### config.mk
export PLATFORM = sky130hd
export DESIGN_NAME = accu_rr_sched
export DESIGN_NICKNAME = d
export VERILOG_FILES = /design/src/rtl/accu_rr_sched.sv
export SDC_FILE = /design/constraint.sdc
export NUM_CORES = 1
export LEC_CHECK = 0
export ABC_AREA = 1
export CORE_MARGIN = 10
export CORE_UTILIZATION = 40
export DETAILED_ROUTE_END_ITERATION = 6
export HOLD_SLACK_MARGIN = 0.12
export PLACE_DENSITY = 0.81
export SYNTH_ARGS = -nofsm -noshare
export SYNTH_HDL_FRONTEND = slang
export SYNTH_SLANG_ARGS = --single-unit
### constraint.sdc
create_clock -name clk -period 2.2 [get_ports clk]
set_input_delay 0.66 -clock clk [delete_from_list [all_inputs] [get_ports clk]]
set_output_delay 0.66 -clock clk [all_outputs]
set_load 0.02 [all_outputs]
### src/rtl/accu_rr_sched.sv
// Round-robin front end for a shared GROUP-beat accumulator: grants one channel per burst,
// forwards its beats, captures the channel-tagged sum and holds it until the consumer takes it.
module accu_rr_sched #(
  parameter int NUM_CH = 4,
  parameter int DW     = 8,
  parameter int GROUP  = 4,
  parameter int OW     = 10,
  parameter int CHW    = 2
) (
  input  logic                 clk,
  input  logic                 rst,
  input  logic [NUM_CH-1:0]    req_valid,
  input  logic [NUM_CH*DW-1:0] req_data,
  output logic [NUM_CH-1:0]    req_ready,
  output logic                 acc_valid_in,
  output logic [DW-1:0]        acc_data_in,
  input  logic                 acc_valid_out,
  input  logic [OW-1:0]        acc_data_out,
  output logic                 res_valid,
  output logic [OW-1:0]        res_data,
  output logic [CHW-1:0]       res_ch,
  input  logic                 res_ready,
  output logic                 busy,
  output logic                 err_spur
);

  localparam int CNTW = $clog2(GROUP + 1);

  typedef enum logic [1:0] {IDLE, GRANT, WAIT, HOLD} state_t;

  state_t          state;
  state_t          state_nx;
  logic [CHW-1:0]  rr;
  logic [CHW-1:0]  gch;
  logic [CHW-1:0]  pick_ch;
  logic [CHW-1:0]  rr_nx;
  logic [CNTW-1:0] cnt;
  logic [DW-1:0]   sel_data;
  logic            sel_valid;
  logic            beat;
  logic            last_beat;
  logic            accept;

  // First requester at or after the pointer, wrapping modulo NUM_CH (NUM_CH need not be a power of 2).
  function automatic logic [CHW-1:0] rr_pick(input logic [NUM_CH-1:0] v, input logic [CHW-1:0] p);
    logic [CHW-1:0] r;
    logic [CHW:0]   s;
    logic           found;
    r     = p;
    found = 1'b0;
    for (int i = 0; i < NUM_CH; i++) begin
      s = {1'b0, p} + (CHW+1)'(i);
      if (s >= (CHW+1)'(NUM_CH)) s = s - (CHW+1)'(NUM_CH);
      if (!found && v[s[CHW-1:0]]) begin
        r     = s[CHW-1:0];
        found = 1'b1;
      end
    end
    return r;
  endfunction

  assign pick_ch = rr_pick(req_valid, rr);
  assign rr_nx   = (gch == CHW'(NUM_CH - 1)) ? '0 : gch + CHW'(1);

  always_comb begin
    sel_data  = '0;
    sel_valid = 1'b0;
    for (int i = 0; i < NUM_CH; i++) begin
      if (gch == CHW'(i)) begin
        sel_data  = req_data[i*DW +: DW];
        sel_valid = req_valid[i];
      end
    end
  end

  assign beat      = (state == GRANT) && sel_valid;
  assign last_beat = beat && (cnt == CNTW'(GROUP - 1));
  assign accept    = (state == HOLD) && res_valid && res_ready;
  assign busy      = (state != IDLE);

  // Beats pass straight through to the accumulator while the grant is held.
  always_comb begin
    req_ready    = '0;
    acc_valid_in = 1'b0;
    acc_data_in  = '0;
    if (state == GRANT) begin
      for (int i = 0; i < NUM_CH; i++) req_ready[i] = (gch == CHW'(i));
      acc_valid_in = beat;
      acc_data_in  = sel_data;
    end
  end

  always_comb begin
    state_nx = state;
    case (state)
      IDLE:    if (|req_valid)    state_nx = GRANT;
      GRANT:   if (last_beat)     state_nx = WAIT;
      WAIT:    if (acc_valid_out) state_nx = HOLD;
      HOLD:    if (accept)        state_nx = IDLE;
      default:                    state_nx = IDLE;
    endcase
  end

  always_ff @(posedge clk) begin
    if (rst) begin
      state     <= IDLE;
      rr        <= '0;
      gch       <= '0;
      cnt       <= '0;
      res_valid <= 1'b0;
      res_data  <= '0;
      res_ch    <= '0;
      err_spur  <= 1'b0;
    end else begin
      state <= state_nx;
      if (state == IDLE && |req_valid) gch <= pick_ch;
      if (beat) cnt <= last_beat ? '0 : cnt + CNTW'(1);
      if (state == WAIT && acc_valid_out) begin
        res_valid <= 1'b1;
        res_data  <= acc_data_out;
        res_ch    <= gch;
      end
      // Pointer moves only once the result has left, so a slow consumer cannot skip a channel.
      if (accept) begin
        res_valid <= 1'b0;
        rr        <= rr_nx;
      end
      if (acc_valid_out && state != WAIT) err_spur <= 1'b1;
    end
  end

endmodule

==> results of run 1 <==
critical path, stage by stage, from the launching register on:
cell and delay (ns):
dfxtp_4 0.37, inv_4 0.09, ha_4 0.17, inv_2 0.06, nor2_4 0.16, buf_4 0.15, a22oi_2 0.05, nand2_1 0.08
o21ai_2 0.07, a21oi_2 0.17, buf_6 0.14
cell usage in the layout (no fill, tap or decap):
master	Yosys	layout
a21oi_1	15	7
a21oi_2	1	9
a221oi_2	0	1
a22oi_1	7	1
a22oi_2	0	6
buf_12	0	2
buf_2	1	1
buf_4	0	37
buf_6	1	11
clkbuf_8	0	3
clkdlybuf4s15_1	0	1
clkdlybuf4s50_1	0	49
clkinv_2	0	1
dfxtp_1	23	21
dfxtp_2	0	1
dfxtp_4	0	1
dlygate4sd2_1	0	17
ha_1	10	5
ha_2	0	2
ha_4	0	3
inv_1	23	17
inv_2	3	6
inv_4	0	3
nand2_1	56	54
nand2_2	7	9
nand2_4	3	3
nand3_1	16	16
nand4_1	1	1
nor2_1	29	29
nor2_4	1	2
o211a_1	1	1
o211ai_1	1	1
o21ai_0	25	24
o21ai_1	7	1
o21ai_2	0	7
o21bai_1	1	1
o22ai_1	1	1
o31ai_2	0	1
or2_2	1	1
metal layers:
layer,up-vias,GRT usage (%)
li1,1028,-
met1,934,18.5
met2,74,35.0
met3,10,6.47
met4,0,3.01
met5,-,0
report_power, final:
group	internal [mW]	leakage [nW]	switching, mW
registers	0.517	0.189	0.0582
clock network	0.126	0.0255	0.133
logic	1.01	1.14	1.10
total	1.66	1.36	1.29
cell type report:
class | count | area, sq um | share of cell area [%]
Multi-Input combinational cell | 186 | 1130 | 38.8
Timing Repair Buffer | 118 | 1100 | 37.8
Clock inverter | 1 | 5.00 | 0.173
Clock buffer | 3 | 41.3 | 1.42
Inverter | 26 | 105 | 3.63
Sequential cell | 23 | 465 | 16.1
Tap cell | 48 | 60.1 | 2.07
logic make-up (layout without fill, tap and decap cells):
logic type | after synthesis | count (layout) | share of synthesized area (%)
flops | 23 | 23 | 29.2
compound gates | 61 | 61 | 21.8
fa+ha+maj | 10 | 10 | 7.94
buf+inv | 35 | 148 | 8.89
simple gates | 115 | 115 | 32.1
cell usage after synthesis, types with 6 or more instances:
library cell | count | area [sq um]
nand2_1 | 56 | 210
nor2_1 | 29 | 109
o21ai_0 | 25 | 125
dfxtp_1 | 23 | 460
inv_1 | 23 | 86.3
nand3_1 | 16 | 80.1
a21oi_1 | 15 | 75.1
ha_1 | 10 | 125
a22oi_1 | 7 | 52.6
nand2_2 | 7 | 43.8
o21ai_1 | 7 | 35.0
clkbuf_1 | 6 | 22.5
sequential cells by signal, indices dropped and copies added, names as in the netlist:
register	count
res_data	10
cnt	3
gch	2
res_ch	2
rr	2
state	2
err_spur	1
res_valid	1
repair_timing:
action	4_1_cts	5_1_grt
gates cloned	1	0
hold buffers	0	0
endpoints found under the setup margin	14	11
pin swaps	23	9
buffers inserted	7	3
gates resized for setup	115	4
stage by stage:
stage | TNS [ns] | power (mW) | hold slack, ns | instances | util (%)
floorplan | 0 | 1.47 | 0.435 | 244 | -
global placement | -5.27 | 2.20 | 0.446 | 390 | 70.7
detailed placement | -5.46 | 2.24 | 0.451 | 390 | 70.7
CTS | -0.938 | 2.82 | 0.464 | 402 | 76.5
global route | -1.93 | 3.13 | 0.503 | 405 | 77.4
finish | -1.32 | 2.94 | 0.459 | 405 | 77.4
path summary, 6_finish.rpt:
kind	start	to	slack [ns]
setup reg to reg	gch[0]$_SDFFE_PP0P_	cnt[0]$_SDFFE_PP0P_	0.31
hold reg to reg	cnt[2]$_SDFFE_PP0P_	cnt[2]$_SDFFE_PP0P_	0.46
setup / recovery	gch[0]$_SDFFE_PP0P_	acc_data_in[3]	-0.24
hold / removal	cnt[2]$_SDFFE_PP0P_	cnt[2]$_SDFFE_PP0P_	0.46
==> results summary, run 1 <==
The worst setup path is captured at an output port. The wire length of the first global-routing pass came out at 9.80 mm. The placed standard-cell area came out at 2650 sq um. The count of final max-slew check failures is 0.

In this run the mean area of a mapped cell was 6.46 sq um. The antenna diode count is 0. The net count after synthesis is ~300. On the final layout, the worst clock skew is 0.00352 ns. No sink is reached through more buffers than the 2 on the longest clock path. The die width came out at about 83 um.

The final reports fail on negative setup slack. The number of optimization iterations in the first detailed-route pass came out at 4. Pin placement for this block handled 78 I/O pins.

The cell count of the worst hold path is 2. The main flop type after synthesis is dfxtp_1. The critical setup path kind is reg -> out.

The count of unresolved DRC violations after routing is 0. The post-detailed-placement half-perimeter wirelength is about 4.6 mm. The reported leakage power came out at between 1 and 1.5 nW. The number of clock buffers added by TritonCTS is 3.

The worst min-delay path category is reg -> reg. The flow ran to the end, but the final reports show violations. The sum of routed wire segments on met1 came out at 2.35 mm. The worst pin sits at a relative slew slack of 71.4%. The die extent in y is 82.8 um. The count of final setup violators is 9.

The CTS H-tree depth came out at 1. The post-route minimum period came out at 2.44 ns. The detail route stage leaves a number of antenna-violating nets equal to 0.

The count of unique library cells instantiated by Yosys is 28. The synthesis-to-layout area growth is 83.9%. STA classifies the critical path startpoint as a register. For this run, the top clock speed supported by timing is 410 MHz. The synthesized instance count came out at 244.

The number of hold-slack violations in the final timing report is 0. In this run the top signal layer used is met4. The proportion of layout cells with a drive suffix above 1 came out at a little under a third. The maximum vdd ir drop came out at 0.782 mV.

The number of flops mapped to enable cells by yosys is 0. In this run the worst path has a maximum fanout of 6. The floorplan step defined a die boundary enclosing a little under 7000 sq um. The floorplan has 22 rows. In the final design database the tool counted 418 nets. The placeable core region came out at about 3700 sq um.

OpenSTA, run right after detailed placement, puts the worst setup slack at -0.733 ns. The layout filler cell count came out at 281. The pin count of the biggest net entering global routing is 17.

The clock latency on the worst-skew pair came out at 0.26 ns. The initial antenna violation count is 0. The number of warnings printed during yosys synthesis came out at 0. The remaining global-route overflow came out at 0.

The via count came out at 2046. For the worst setup path, the data required time is 1.54 ns. The CTS root buffer is clkbuf_8. TritonCTS built the clock tree. The wire length on met2 came out at ~3.4 mm.

Setup repair after global routing could not meet its margin everywhere. The clock slew at the register clock pins of the worst setup and hold paths is 0.08 ns. The portion of the post-synthesis area used by sequential elements is 29.2%.

Routability-driven placement finished with a final weighted congestion of 0.832. The routed length on met3 came out at 517 um. The effective utilization at floorplan is 42.1%.

In the finished design, the share of the clock period the worst path needs comes to 111%. Power spread over the standard cell area amounts to 1020 nW/um^2. The depth of the worst register-to-register path came out at 12. The total length of routed wires came out at 6.38 mm. The minimum setup slack in the final design came out at -0.237 ns. The final cell area excluding filler cells is approximately 2900 sq um. The number of global-route vias before repair came to roughly 2000. The count of port buffers added during placement is 77. The number of max-cap violations is 0. The routed wire length per instance came out at 15.7 um. At the pin with the least slew margin, the transition time is 0.429 ns.

The cell area that synthesis handed to floorplanning was 1580 sq um. STA puts the critical path data arrival time at 1.78 ns. Global routing used 18.2% of the available tracks. The total number of clock tree sinks came out at 23. The number of register bits inferred by synthesis is 23. The initial detailed-routing violation count came out at 102. The ratio of routed vias to standard cells came out at slightly above 5. Counting flops with an async set or reset pin after synthesis yields a share of 0%.
Power figures use the tool's default switching activity.
==> run 2: changes to the inputs <==
--- a/config.mk
+++ b/config.mk
@@ -9,6 +9,7 @@
 export CORE_MARGIN = 10
 export CORE_UTILIZATION = 40
 export DETAILED_ROUTE_END_ITERATION = 6
+export GPL_TIMING_DRIVEN = 0
 export HOLD_SLACK_MARGIN = 0.12
 export PLACE_DENSITY = 0.81
 export SYNTH_ARGS = -nofsm -noshare
==> results summary, run 2 (synthesis gave the netlist of run 1 again) <==
The synthesis-to-layout area growth is 78.8%. The number of optimization iterations in the first detailed-route pass is 4 (unchanged). The number of hold-slack violations in the final timing report is 0 (unchanged). The flow ran to the end, but the final reports show violations. The depth of the worst register-to-register path is 12 (unchanged). The CTS H-tree depth came out at 1 (unchanged). The final setup TNS came out at -1.30 ns (+0.0113 ns).

The effective utilization at floorplan is 42.1% (unchanged). The register-to-register setup slack came out at 0.59 ns (+0.28 ns). The number of max-cap violations was 0 (unchanged). The worst min-delay path category is reg -> reg.

The clock slew at the register clock pins of the worst setup and hold paths came out at 0.08 ns (about the same). The total number of clock tree sinks came to 23 (unchanged). The largest registers in the layout are res_data (10), cnt (3).

The remaining number of nets flagged by the antenna check after routing is 0 (unchanged). Leaving out fill and tap cells, the most frequent cells in the layout are clkdlybuf4s50_1, nand2_1, nor2_1, o21ai_0, dfxtp_1. Leaving out fill and tap cells, the most frequent cell in the layout is clkdlybuf4s50_1.

The total I/O pin count came out at 78 (unchanged). The number of global-route vias before repair was 1890 (-7.7%). The total routing resource utilization after global routing came out at 16.0% (-2.2 points).

The internal power of the cells is 1.56 mW (-6.0%). The antenna diode count came out at 0 (unchanged). The type of destination of the critical path is an output port. The die width came out at 82.8 um (unchanged). The layout filler cell count is 274 (-2.5%). The checks that failed: negative setup slack.

The max-slew headroom at the worst pin came out at 71.2% (-0.16 points). The layout net count came out at 399 (-4.5%). CTS placed an instance of clkbuf_8 at the clock tree root. The net load switching power is 1.28 mW (-0.86%). The count of port buffers added during placement is 77 (unchanged).

The ratio of final minimum period to clock period is 108% (-2.4 points). The count of unresolved DRC violations after routing is 0 (unchanged). The via count is 1979 (-3.3%). The standard-cell row count came to 22 (unchanged). The remaining global-route overflow is 0 (unchanged).

The portion of total power attributed to the clock network is 9.2% (+0.4 points). The minimum setup slack in the final design came to -0.185 ns (+0.0520 ns). The buffer depth of the longest clock path is 2 (unchanged). The routed wire length per instance is 15.2 um (-3.3%).

The proportion of layout cells with a drive suffix above 1 is 28.4% (-2.4 points). The worst slack on hold paths came out at 0.470 ns (+0.0108 ns). The die area came out at 6850 sq um (unchanged). The top fanout value on the critical path is 7 (+1). The post-route clock skew was 0.00277 ns (-0.000758 ns). The pin count of the biggest net entering global routing is 14 (-3). The data arrival time at the worst-slack endpoint came out at 1.73 ns (-0.05 ns).

The number of buffers created by CTS was 3 (unchanged). The maximum vdd ir drop is 0.750 mV (-4.0%). The global placer's final weighted congestion came out at 0.824 (-1.1%). Setup repair after global routing could not meet its margin everywhere. The final cell area excluding filler cells is 2820 sq um (-2.8%). The placeable core region came out at 3740 sq um (unchanged). The portion of total power attributed to sequential cells came to 20.8% (+1.3 points). The placed standard-cell area came to 2440 sq um (-7.8%).

TritonCTS built the clock tree. res_data holds more flip-flops than any other register. The post-route minimum period came out at 2.39 ns (-0.0520 ns).

The ratio of routed vias to standard cells is 5.13 (+1.5%). The die extent in y is 82.8 um (unchanged). The count of final setup violators is 9 (unchanged). The sort of element at the start of the critical path is a register. The critical path is of the reg -> out type. The count of final max-slew check failures is 0 (unchanged). The share of total power in combinational logic came out at 70.0% (-1.7 points).

The power density of the placed cells is 1000 nW/um^2 (-1.0%). The number of flip-flops under the largest register name came to 10 (unchanged). The clock latency on the worst-skew pair is 0.26 ns (about the same). The post-detailed-placement half-perimeter wirelength is 4.21 mm (-7.6%). The initial detailed-routing violation count came out at 92 (-9.8%). The utilization after layout is 75.3% (-2.1 points). The upper clock frequency limit came out at 419 MHz (+2.2%). The critical path data required time came to 1.54 ns (about the same).

The cell count of the worst hold path is 2 (unchanged). The wire length of the first global-routing pass came to 8.82 mm (-10%). The number of buffers added to fix hold violations after cts is 0 (unchanged).

The reported leakage power is 1.25 nW (-8.1%). The share of total power consumed by net switching is 45.1% (+1.3 points). The initial antenna violation count came out at 0 (unchanged). The measured slew at the worst slew-check pin is 0.432 ns (+0.00293 ns).

The total length of routed wires was 5.88 mm (-7.8%).
[run 2: cell count changes in the layout (fill, tap and decap cells not counted), moves of 3 or more]
cell / delta
buf_4: -24
clkbuf_1: +3
clkdlybuf4s50_1: +10
dlygate4sd2_1: -12
[run 2: metal layers]
layer	track usage (%)	vias up	share of wire, %
li1	-	994	-
met1	17.8	898	38
met2	29.2	70	51
met3	5.06	17	7.9
met4	2.68	0	2.6
met5	0	-	0
[run 2: critical path: stages (launching register included)]
cell	delay, ns
dfxtp_2	0.36
inv_4	0.05
ha_4	0.16
buf_8	0.12
nor2_4	0.14
buf_12	0.14
a22oi_2	0.05
nand2_1	0.10
o21ai_2	0.08
a21oi_2	0.13
buf_6	0.13
[run 2: path summary, 6_finish.rpt]
| check | start | end |
|---|---|---|
| hold / removal | cnt[1]$_SDFFE_PP0P_ | cnt[1]$_SDFFE_PP0P_ |
| hold reg to reg | cnt[1]$_SDFFE_PP0P_ | cnt[1]$_SDFFE_PP0P_ |
| setup reg to reg | gch[0]$_SDFFE_PP0P_ | state[1]$_SDFFE_PP0P_ |
| setup / recovery | gch[1]$_SDFFE_PP0P_ | acc_data_in[6] |
[run 2: cell type report]
type	count	area, sq um	share of cell area, %
multi-input combinational	186	1190	42.1
timing repair buffer	90	875	31.0
sequential	23	465	16.5
inverter	26	108	3.82
buffer	9	77.6	2.75
tap	48	60.1	2.13
clock buffer	3	41.3	1.46
clock inverter	1	5.00	0.178
[run 2: repair_timing]
item | 4_1_cts | 5_1_grt
buffers inserted | 9 | 4
pin swaps | 8 | 14
setup endpoints to repair | 14 | 13
resized for setup | 109 | 26
[run 2: per-stage QoR]
step / cells / worst slack (ns) / power (mW)
2_1_floorplan: 244 / 0.0278 / 1.47
3_3_place_gp: 369 / -0.895 / 2.00
3_5_place_dp: 369 / -0.883 / 2.02
4_1_cts: 382 / -0.181 / 2.55
5_1_grt: 386 / -0.258 / 3.04
6_report: 386 / -0.185 / 2.83
[run 2: power by group through the flow]
stage / Sequential, mW / Combinational, mW / Clock, mW
after floorplan: 0.624 / 0.849 / 0
after global placement: 0.573 / 1.43 / 0
after detailed placement: 0.577 / 1.44 / 0
after CTS: 0.579 / 1.70 / 0.269
after global routing: 0.604 / 2.15 / 0.287
final: 0.590 / 1.98 / 0.259
==> run 3: changes to the inputs <==
--- a/config.mk
+++ b/config.mk
@@ -6,12 +6,13 @@
 export NUM_CORES = 1
 export LEC_CHECK = 0
 export ABC_AREA = 1
+export CAP_MARGIN = 25
 export CORE_MARGIN = 10
-export CORE_UTILIZATION = 40
+export CORE_UTILIZATION = 36
 export DETAILED_ROUTE_END_ITERATION = 6
 export GPL_TIMING_DRIVEN = 0
 export HOLD_SLACK_MARGIN = 0.12
-export PLACE_DENSITY = 0.81
+export PLACE_DENSITY = 0.77
 export SYNTH_ARGS = -nofsm -noshare
 export SYNTH_HDL_FRONTEND = slang
 export SYNTH_SLANG_ARGS = --single-unit
==> constraint.sdc (replaced) <==
create_clock -name clk -period 2 [get_ports clk]
set_input_delay 0.6 -clock clk [delete_from_list [all_inputs] [get_ports clk]]
set_output_delay 0.6 -clock clk [all_outputs]
set_load 0.02 [all_outputs]
==> results summary, run 3 (synthesis gave the netlist of run 1 again) <==
The run finished, with violations left. The final reports fail on negative setup slack. The via count is 1917 (-3.1%). The number of global-route vias before repair came out at 1823 (-3.5%). The number of flip-flops under the largest register name came out at 10 (unchanged). The non-filler instance count after layout is 388 (+0.52%). The clock latency on the worst-skew pair is 0.26 ns (about the same). The post-detailed-placement half-perimeter wirelength came out at 4.16 mm (-1.2%).

The buffer depth of the longest clock path came out at 2 (unchanged). The worst setup path is launched from a register. The layout net count was 397 (-0.50%). In this run the critical register-to-register path is captured at state[1]$_SDFFE_PP0P_. The data arrival time at the worst-slack endpoint is 1.70 ns (-0.03 ns). The antenna diode count is 0 (unchanged). The number of buffers and inverters on the critical path came out at 4 (unchanged).

The tightest min-delay check is of the reg -> reg type. The total number of clock tree sinks is 23 (unchanged). The maximum single-stage delay on the critical path is 0.38 ns (+0.02 ns). The beginning of the worst hold path is cnt[2]$_SDFFE_PP0P_. The remaining number of nets flagged by the antenna check after routing came out at 0 (unchanged). The top fanout value on the critical path is 8 (+1). CTS placed an instance of clkbuf_8 at the clock tree root. The proportion of layout cells with a drive suffix above 1 came out at 26.5% (-1.9 points).

The placeable core region came out at 4290 sq um (+15%). The wire length of the first global-routing pass is 8.34 mm (-5.5%). The initial detailed-routing violation count came out at 62 (-33%).

The die width was 86.2 um (+4.1%). The post-route clock skew came out at 0.00173 ns (-0.00104 ns). The standard-cell row count came to 24 (+9.1%).

The ratio of final minimum period to clock period is 115%. The total I/O pin count came out at 78 (unchanged). Leaving out fill and tap cells, the most frequent cell in the layout is clkdlybuf4s50_1. The total routing resource utilization after global routing is 13.4% (-2.5 points). The utilization after layout came out at 64.0% (-11 points). The maximum vdd ir drop came to 0.676 mV (-10%).

The critical path data required time is 1.40 ns (-0.14 ns). TritonCTS built the clock tree. The effective utilization at floorplan is 36.7% (-5.4 points). The ratio of routed vias to standard cells is 4.94 (-3.6%).

The post-route minimum period is roughly 2.3 ns. Based on the critical path, the design can be clocked at up to 434 MHz. In this run the critical register-to-register path is launched from gch[0]$_SDFFE_PP0P_. The setup path with the least slack is of type reg -> out. The global placer's final weighted congestion is 0.765 (-7.1%). In the layout the commonest cells are clkdlybuf4s50_1, nand2_1, nor2_1, o21ai_0, dfxtp_1. The max-slew headroom at the worst pin came out at 72.0% (+0.78 points). The initial antenna violation count is 0 (unchanged). The largest registers in the layout are res_data (10), cnt (3).

The pin count of the biggest net entering global routing is 14 (unchanged). The CTS H-tree depth is 1 (unchanged). The cell count of the worst hold path is 2 (unchanged). For hold timing, the worst endpoint is cnt[2]$_SDFFE_PP0P_. The count of final max-slew check failures is 0 (unchanged). The number of hold-slack violations in the final timing report came out at 0 (unchanged). The synthesis-to-layout area growth is 74.4%. Among all stages on the critical path, the largest delay is contributed by dfxtp_4.

The die area is 7430 sq um (+8.4%). The clock slew at the register clock pins of the worst setup and hold paths came out at 0.08 ns (about the same). The reported leakage power is 1.22 nW (-2.1%).

The die extent in y came to 86.2 um (+4.1%). The count of final setup violators was 9 (unchanged). The number of buffers added to fix hold violations after cts came out at 0 (unchanged).

The final setup TNS is -2.35 ns (-1.05 ns). The number of buffers created by CTS is 3 (unchanged). The cell family contributing the most delay on the critical path is buffers and inverters. The power density of the placed cells is 1090 nW/um^2 (+8.8%). The number of optimization iterations in the first detailed-route pass came out at 4 (unchanged). The count of port buffers added during placement came out at 77 (unchanged).

Setup repair after global routing could not meet its margin everywhere. The instance count after placement with tap cells included is 373 (+1.1%). The signal on the critical path passes through inv_4 > ha_4 > buf_8 > nor2_4 > buf_12 > a22oi_2 > nand2_1 > o21ai_2 > a21oi_2 > buf_6.

The register with the most flip-flops in the final layout is res_data. The number of max-cap violations came out at 0 (unchanged). The total length of routed wires came to 5.36 mm (-8.8%). The minimum setup slack in the final design came to -0.302 ns (-0.116 ns). The layout filler cell count is 360 (+31%). The remaining global-route overflow is 0 (unchanged). The count of unresolved DRC violations after routing is 0 (unchanged). The routed wire length per instance is 13.8 um (-9.3%). The register-to-register setup slack came to 0.39 ns (-0.20 ns).

STA classifies the critical path endpoint as an output port. The depth of the worst register-to-register path is 11 (-1). The measured slew at the worst slew-check pin is 0.420 ns (-0.0116 ns). The post-placement setup slack came out at -0.947 ns (-0.0646 ns).
## run 3: changes by cell type in the layout (fill, tap and decap cells not counted), sizes merged
cell | before | now
dlygate4sd2 | 5 | 4
clkbuf | 10 | 11
clkdlybuf4s15 | 2 | 0
## run 3: per-stage QoR
stage / cell area, sq um / power [mW] / hold slack [ns]
6_report: 2750 / 3.00 / 0.463
5_1_grt: 2750 / 3.21 / 0.497
3_5_place_dp: 2450 / 2.24 / 0.452
2_1_floorplan: 1620 / 1.64 / 0.435
3_3_place_gp: 2450 / 2.22 / 0.445
4_1_cts: 2610 / 2.72 / 0.465
## run 3: cell type report
type / count / area [sq um] / area share, %
Tap cell: 52 / 65.1 / 2.37
Buffer: 9 / 76.3 / 2.78
Clock inverter: 1 / 5.00 / 0.182
Multi-Input combinational cell: 186 / 1150 / 41.7
Timing Repair Buffer: 88 / 842 / 30.6
Clock buffer: 3 / 41.3 / 1.50
Inverter: 26 / 105 / 3.82
Sequential cell: 23 / 468 / 17.0
## run 3: power breakdown
group	internal [mW]	switching, mW
logic	0.957	1.11
registers	0.571	0.0785
clock network	0.139	0.148
total	1.67	1.34
## run 3: worst max path at each step
stage	start	to	slack, ns	cells past startpoint
2_1_floorplan	gch[1]$_SDFFE_PP0P_	acc_data_in[0]	-0.04	6
3_3_place_gp	req_valid[0]	acc_valid_in	-0.94	8
3_5_place_dp	req_valid[0]	acc_valid_in	-0.95	8
4_1_cts	gch[1]$_SDFFE_PP0P_	acc_data_in[2]	-0.33	9
5_1_grt	gch[1]$_SDFFE_PP0P_	acc_data_in[1]	-0.37	10
6_report	gch[1]$_SDFFE_PP0P_	acc_data_in[1]	-0.30	10
## run 3: timing repair
item / in CTS / in global routing
setup buffers: 6 / 5
gates resized for setup: 98 / 26
endpoints found under the setup margin: 14 / 14
pin swaps: 10 / 19
## run 3: tightest hold or removal path: stages, from the launching register on
cell and delay [ns]:
dfxtp_1 0.30, inv_1 0.06, a21oi_1 0.05
## run 3: per-layer routing
metal / global-route usage [%] / wire, um / up-vias
met5: 0 / 0 / -
met4: 3.39 / 62 / 0
met3: 3.28 / 315 / 6
met2: 24.1 / 2740 / 48
met1: 15.5 / 2240 / 871
li1: - / - / 992
==> edit 1: new RTL, settings of run 1 <==
The 4 states of `state_t` get a one-hot encoding in 4 bits.
--- a/src/rtl/accu_rr_sched.sv
+++ b/src/rtl/accu_rr_sched.sv
@@ -26,7 +26,7 @@
 
   localparam int CNTW = $clog2(GROUP + 1);
 
-  typedef enum logic [1:0] {IDLE, GRANT, WAIT, HOLD} state_t;
+  typedef enum logic [3:0] {IDLE = 4'b0001, GRANT = 4'b0010, WAIT = 4'b0100, HOLD = 4'b1000} state_t;
 
   state_t          state;
   state_t          state_nx;
Formal check against the unedited RTL: same outputs for any inputs over 10 cycles, from zero or initial values and one cycle with rst high; not proved beyond that.
==> edit 1 against run 1 <==
- register-to-register slack got worse by 0.05 ns
- cell count rose by 4.2%
- design area rose by 14%
- sequential cell count rose by 2
- maximum frequency rose by 4.6%
- critical path depth fell by 6
- setup slack improved by 0.11 ns
- sequential share of layout area fell by 0.59 points
- the run still ends with setup timing left
- area after synthesis rose by 12%
- wire length rose by 10%
- first-iteration DRC count fell by 4.9%
Power is not compared: it rests on default switching activity, and its combinational part moved more than twofold at a synthesized area within 25%.
==> edit 1: results (changes against run 1) <==
stage	metric	value	unit	change
final_layout	share of layout cells above drive strength 1	0.381		was 0.308
placement	RePlAce Congestion	0.854		was 0.832
worst_setup_path	largest fanout on the critical path	1		was 6
status	status	finished with violations		unchanged
worst_setup_path	RR Startpoint	gch[1]$_SDFFE_PP0P_		was gch[0]$_SDFFE_PP0P_
worst_setup_path	Reg2Reg Depth	13		was 12
sta	final setup margin	-0.130	ns	was -0.237 ns
synthesis	Post-synth top cells	62 x nand2_1, 26 x inv_1, 25 x dfxtp_1		was 56 x nand2_1, 29 x nor2_1, 25 x o21ai_0
drt	total wire length	7040	microns	was 6380 microns
synthesis	Unique masters post-synth	31		was 28
synthesis	sequential-to-total area share from yosys stat	0.284		was 0.292
drt	1st-iter DRT viols	97		was 102
global_route	largest net degree at the start of global routing	15		was 17
hold_path	Min-Delay Startpoint	res_data[0]$_SDFFE_PP0P_		was cnt[2]$_SDFFE_PP0P_
sta	setup TNS	-0.879	ns	was -1.32 ns
global_route	first-pass GRT wire length	11000	microns	was 9800 microns
synthesis	syn_nets	310		was 304
worst_setup_path	Critical Path Source	req_data[8]		was gch[0]$_SDFFE_PP0P_
placement	Placement Cell Area	0.00280	sq mm	was 0.00265 sq mm
global_route	Tot GR Track Use	0.174		was 0.182
final_layout	biggest registers after layout	res_data x10, state x4, cnt x3		was res_data x10, cnt x3
worst_setup_path	CP Data Arrival Time	1.67	ns	was 1.78 ns
final_layout	Layout Nets	427		was 418
worst_setup_path	R2R setup slack	0.26	ns	was 0.31 ns
status	failing checks	setup timing		unchanged
drt	DR vias/cell	5.15		was 5.05
worst_setup_path	worst setup path endpoint	acc_data_in[0]		was acc_data_in[3]
hold_path	Hold EP	res_data[0]$_SDFFE_PP0P_		was cnt[2]$_SDFFE_PP0P_
worst_setup_path	slowest stage delay, CP	0.44	ns	was 0.37 ns
sta	final setup fails	9		unchanged
[edit 1: cell count changes after synthesis, sizes merged, moves of 7 or more]
cell	change
a21oi	+8
a221oi	+7
a22oi	-7
nand2	+11
nand3	+10
nor2	-9
o21ai	-26
o31ai	+7
[edit 1: routing by layer]
layer	track usage	vias up	wire length (microns)
li1	-	1073	-
met5	0	-	0
met1	0.205	1007	2930
met4	0.0309	0	68
met2	0.311	87	3460
met3	0.0460	6	581
[edit 1: cells by family (layout without fill, tap and decap cells)]
kind of cell / count (synthesis) / count (layout) / share of synthesized area
AOI/OAI and AO/OA: 48 / 48 / 0.171
xor gates and xnor gates: 1 / 1 / 0.00497
adders and majority gates: 6 / 6 / 0.0426
buffers and inverters: 42 / 157 / 0.106
DFF: 25 / 25 / 0.284
and+or+nand+nor: 132 / 133 / 0.391
[edit 1: power by group]
group          switching [W]  total (W)  internal [W]
clock               0.000135   0.000265      0.000129
sequential         0.0000157   0.000484      0.000468
combinational       0.000319   0.000648      0.000329
total               0.000471    0.00140      0.000926
[edit 1: timing repair]
item	in CTS	in global routing
gates cloned	1	0
endpoints found under the setup margin	14	13
pin swaps	22	9
resized for setup	154	14
buffers inserted	9	4
[edit 1: area by class of cell]
class	instances	area, sq um
Multi-Input combinational cell	188	1420
Timing Repair Buffer	120	1110
Fill cell	284	1030
Sequential cell	25	509
Inverter	33	140
Tap cell	52	65.1
Clock buffer	4	45.0
[edit 1: worst max-delay path, delay by kind of cell]
kind            cells  cell delay, ns
buf+inv             2            0.58
compound gates      2            0.42
[edit 1: metrics by stage]
step,std cells,hold slack (ns),setup WS [ns]
CTS,418,0.464,-0.0991
finish,422,0.463,-0.130
global placement,404,0.447,-0.786
global route,422,0.480,-0.180
detailed placement,404,0.453,-0.806
floorplan,254,0.436,0.0253
==> edit 2: new RTL, flow settings as in run 1 <==
Without the edit above. Set the parameter `GROUP` to 2 (it was 4).
--- a/src/rtl/accu_rr_sched.sv
+++ b/src/rtl/accu_rr_sched.sv
@@ -3,7 +3,7 @@
 module accu_rr_sched #(
   parameter int NUM_CH = 4,
   parameter int DW     = 8,
-  parameter int GROUP  = 4,
+  parameter int GROUP  = 2,
   parameter int OW     = 10,
   parameter int CHW    = 2
 ) (
Behaviour: not the same (Yosys sat finds a counterexample within 4 cycles, from zero or initial values and one cycle with rst high).
==> edit 2 against run 1 <==
- sequential share of layout area is 1.0 points lower
- design area up 2.7%
- sequential power down 6.1%
- area after synthesis shrank 4.8%
- wire length fell by 4.6%
- total power fell by 10%
- setup slack better by 0.096 ns
- global-route usage decreased by 0.60 points
- sequential cell count is 1 lower
- the run still ends with setup timing left
==> edit 2: results (changes against run 1) <==
stage	metric	value	unit	change
clock_tree	root buffer cell	clkbuf_8		unchanged
synthesis	Post-synth top cells	54 x nand2_1, 31 x nor2_1, 27 x o21ai_0		was 56 x nand2_1, 29 x nor2_1, 25 x o21ai_0
placement	Placement Cell Area	0.00257	sq mm	was 0.00265 sq mm
sta	clock skew	0.00961	ns	was 0.00352 ns
clock_tree	total CTS buffers	3		unchanged
final_layout	post-layout util	0.819		was 0.774
final_layout	share of layout cells above drive strength 1	0.346		was 0.308
worst_setup_path	slowest stage delay, CP	0.35	ns	was 0.37 ns
drt	number of detailed-route iterations in the first pass	4		unchanged
sta	Slew Limit Headroom	0.689		was 0.714
placement	placed insts	383		was 390
global_route	first-pass GRT wire length	9440	microns	was 9800 microns
sta	final setup fails	9		unchanged
power_and_ir_drop	NetSw	0.00114	W	was 0.00129 W
hold_path	Min-Delay Startpoint	res_data[6]$_SDFFE_PP0P_		was cnt[2]$_SDFFE_PP0P_
sta	final setup margin	-0.141	ns	was -0.237 ns
final_layout	fillcell total	226		was 281
worst_setup_path	largest fanout on the critical path	8		was 6
synthesis	ranking of synthesized cells by area	dfxtp_1 29%, nand2_1 14%, o21ai_0 9.0%, nor2_1 7.8%, ha_1 7.5%		was dfxtp_1 29%, nand2_1 13%, ha_1 7.9%, o21ai_0 7.9%, nor2_1 6.9%
synthesis	Unique masters post-synth	23		was 28
drt	1st-iter DRT viols	119		was 102
placement	RePlAce Congestion	0.779		was 0.832
synthesis	sequential-to-total area share from yosys stat	0.294		was 0.292
sta	setup TNS	-0.888	ns	was -1.32 ns
worst_setup_path	Reg2Reg Depth	13		was 12
status	failing checks	setup timing		unchanged
floorplan	die width	81.2	microns	was 82.8 microns
drt	total wire length	6080	microns	was 6380 microns
placement	pre-CTS WS	-0.764	ns	was -0.733 ns
power_and_ir_drop	peak supply drop	0.000550	V	was 0.000782 V
synthesis	XOR/XNOR Fraction of Synth Area	0.00584		was 0
final_layout	Post-Layout Cell Count	403		was 405
global_route	Tot GR Track Use	0.176		was 0.182
placement	dpl hpwl	4010	microns	was 4560 microns
clock_tree	postcts setup bufs	9		was 7
power_and_ir_drop	switch share	0.432		was 0.437
synthesis	compound-cell area share of the yosys netlist	0.218		about the same
global_route	number of global-route vias before repair	2087		was 2047
status	status	finished with violations		unchanged
worst_setup_path	RR Startpoint	gch[1]$_SDFFE_PP0P_		was gch[0]$_SDFFE_PP0P_
power_and_ir_drop	Seq power	0.000540	W	was 0.000575 W
final_layout	Layout Nets	415		was 418
worst_setup_path	CP Data Arrival Time	1.68	ns	was 1.78 ns
global_route	largest net degree at the start of global routing	19		was 17
clock_tree	Post-CTS Resized	142		was 115
==> edit 2: area by class of cell <==
type	instances	share of cell area
Multi-Input combinational cell	177	0.385
Tap cell	48	0.0202
Clock buffer	4	0.0185
Sequential cell	22	0.150
Inverter	28	0.0429
Timing Repair Buffer	124	0.384
==> edit 2: path summary, 6_finish.rpt <==
check / end / slack (ns)
max: acc_data_in[5] / -0.14
min: res_data[6]$_SDFFE_PP0P_ / 0.49
max reg2reg: state[1]$_SDFFE_PP0P_ / 0.48
min reg2reg: res_data[6]$_SDFFE_PP0P_ / 0.49
==> edit 2: metal layers <==
| layer | global-route usage | up-vias | part of all wire |
|---|---|---|---|
| met5 | 0 | - | 0 |
| met3 | 0.0728 | 10 | 0.095 |
| met2 | 0.303 | 78 | 0.47 |
| met4 | 0.0554 | 0 | 0.012 |
| li1 | - | 1007 | - |
| met1 | 0.193 | 951 | 0.43 |
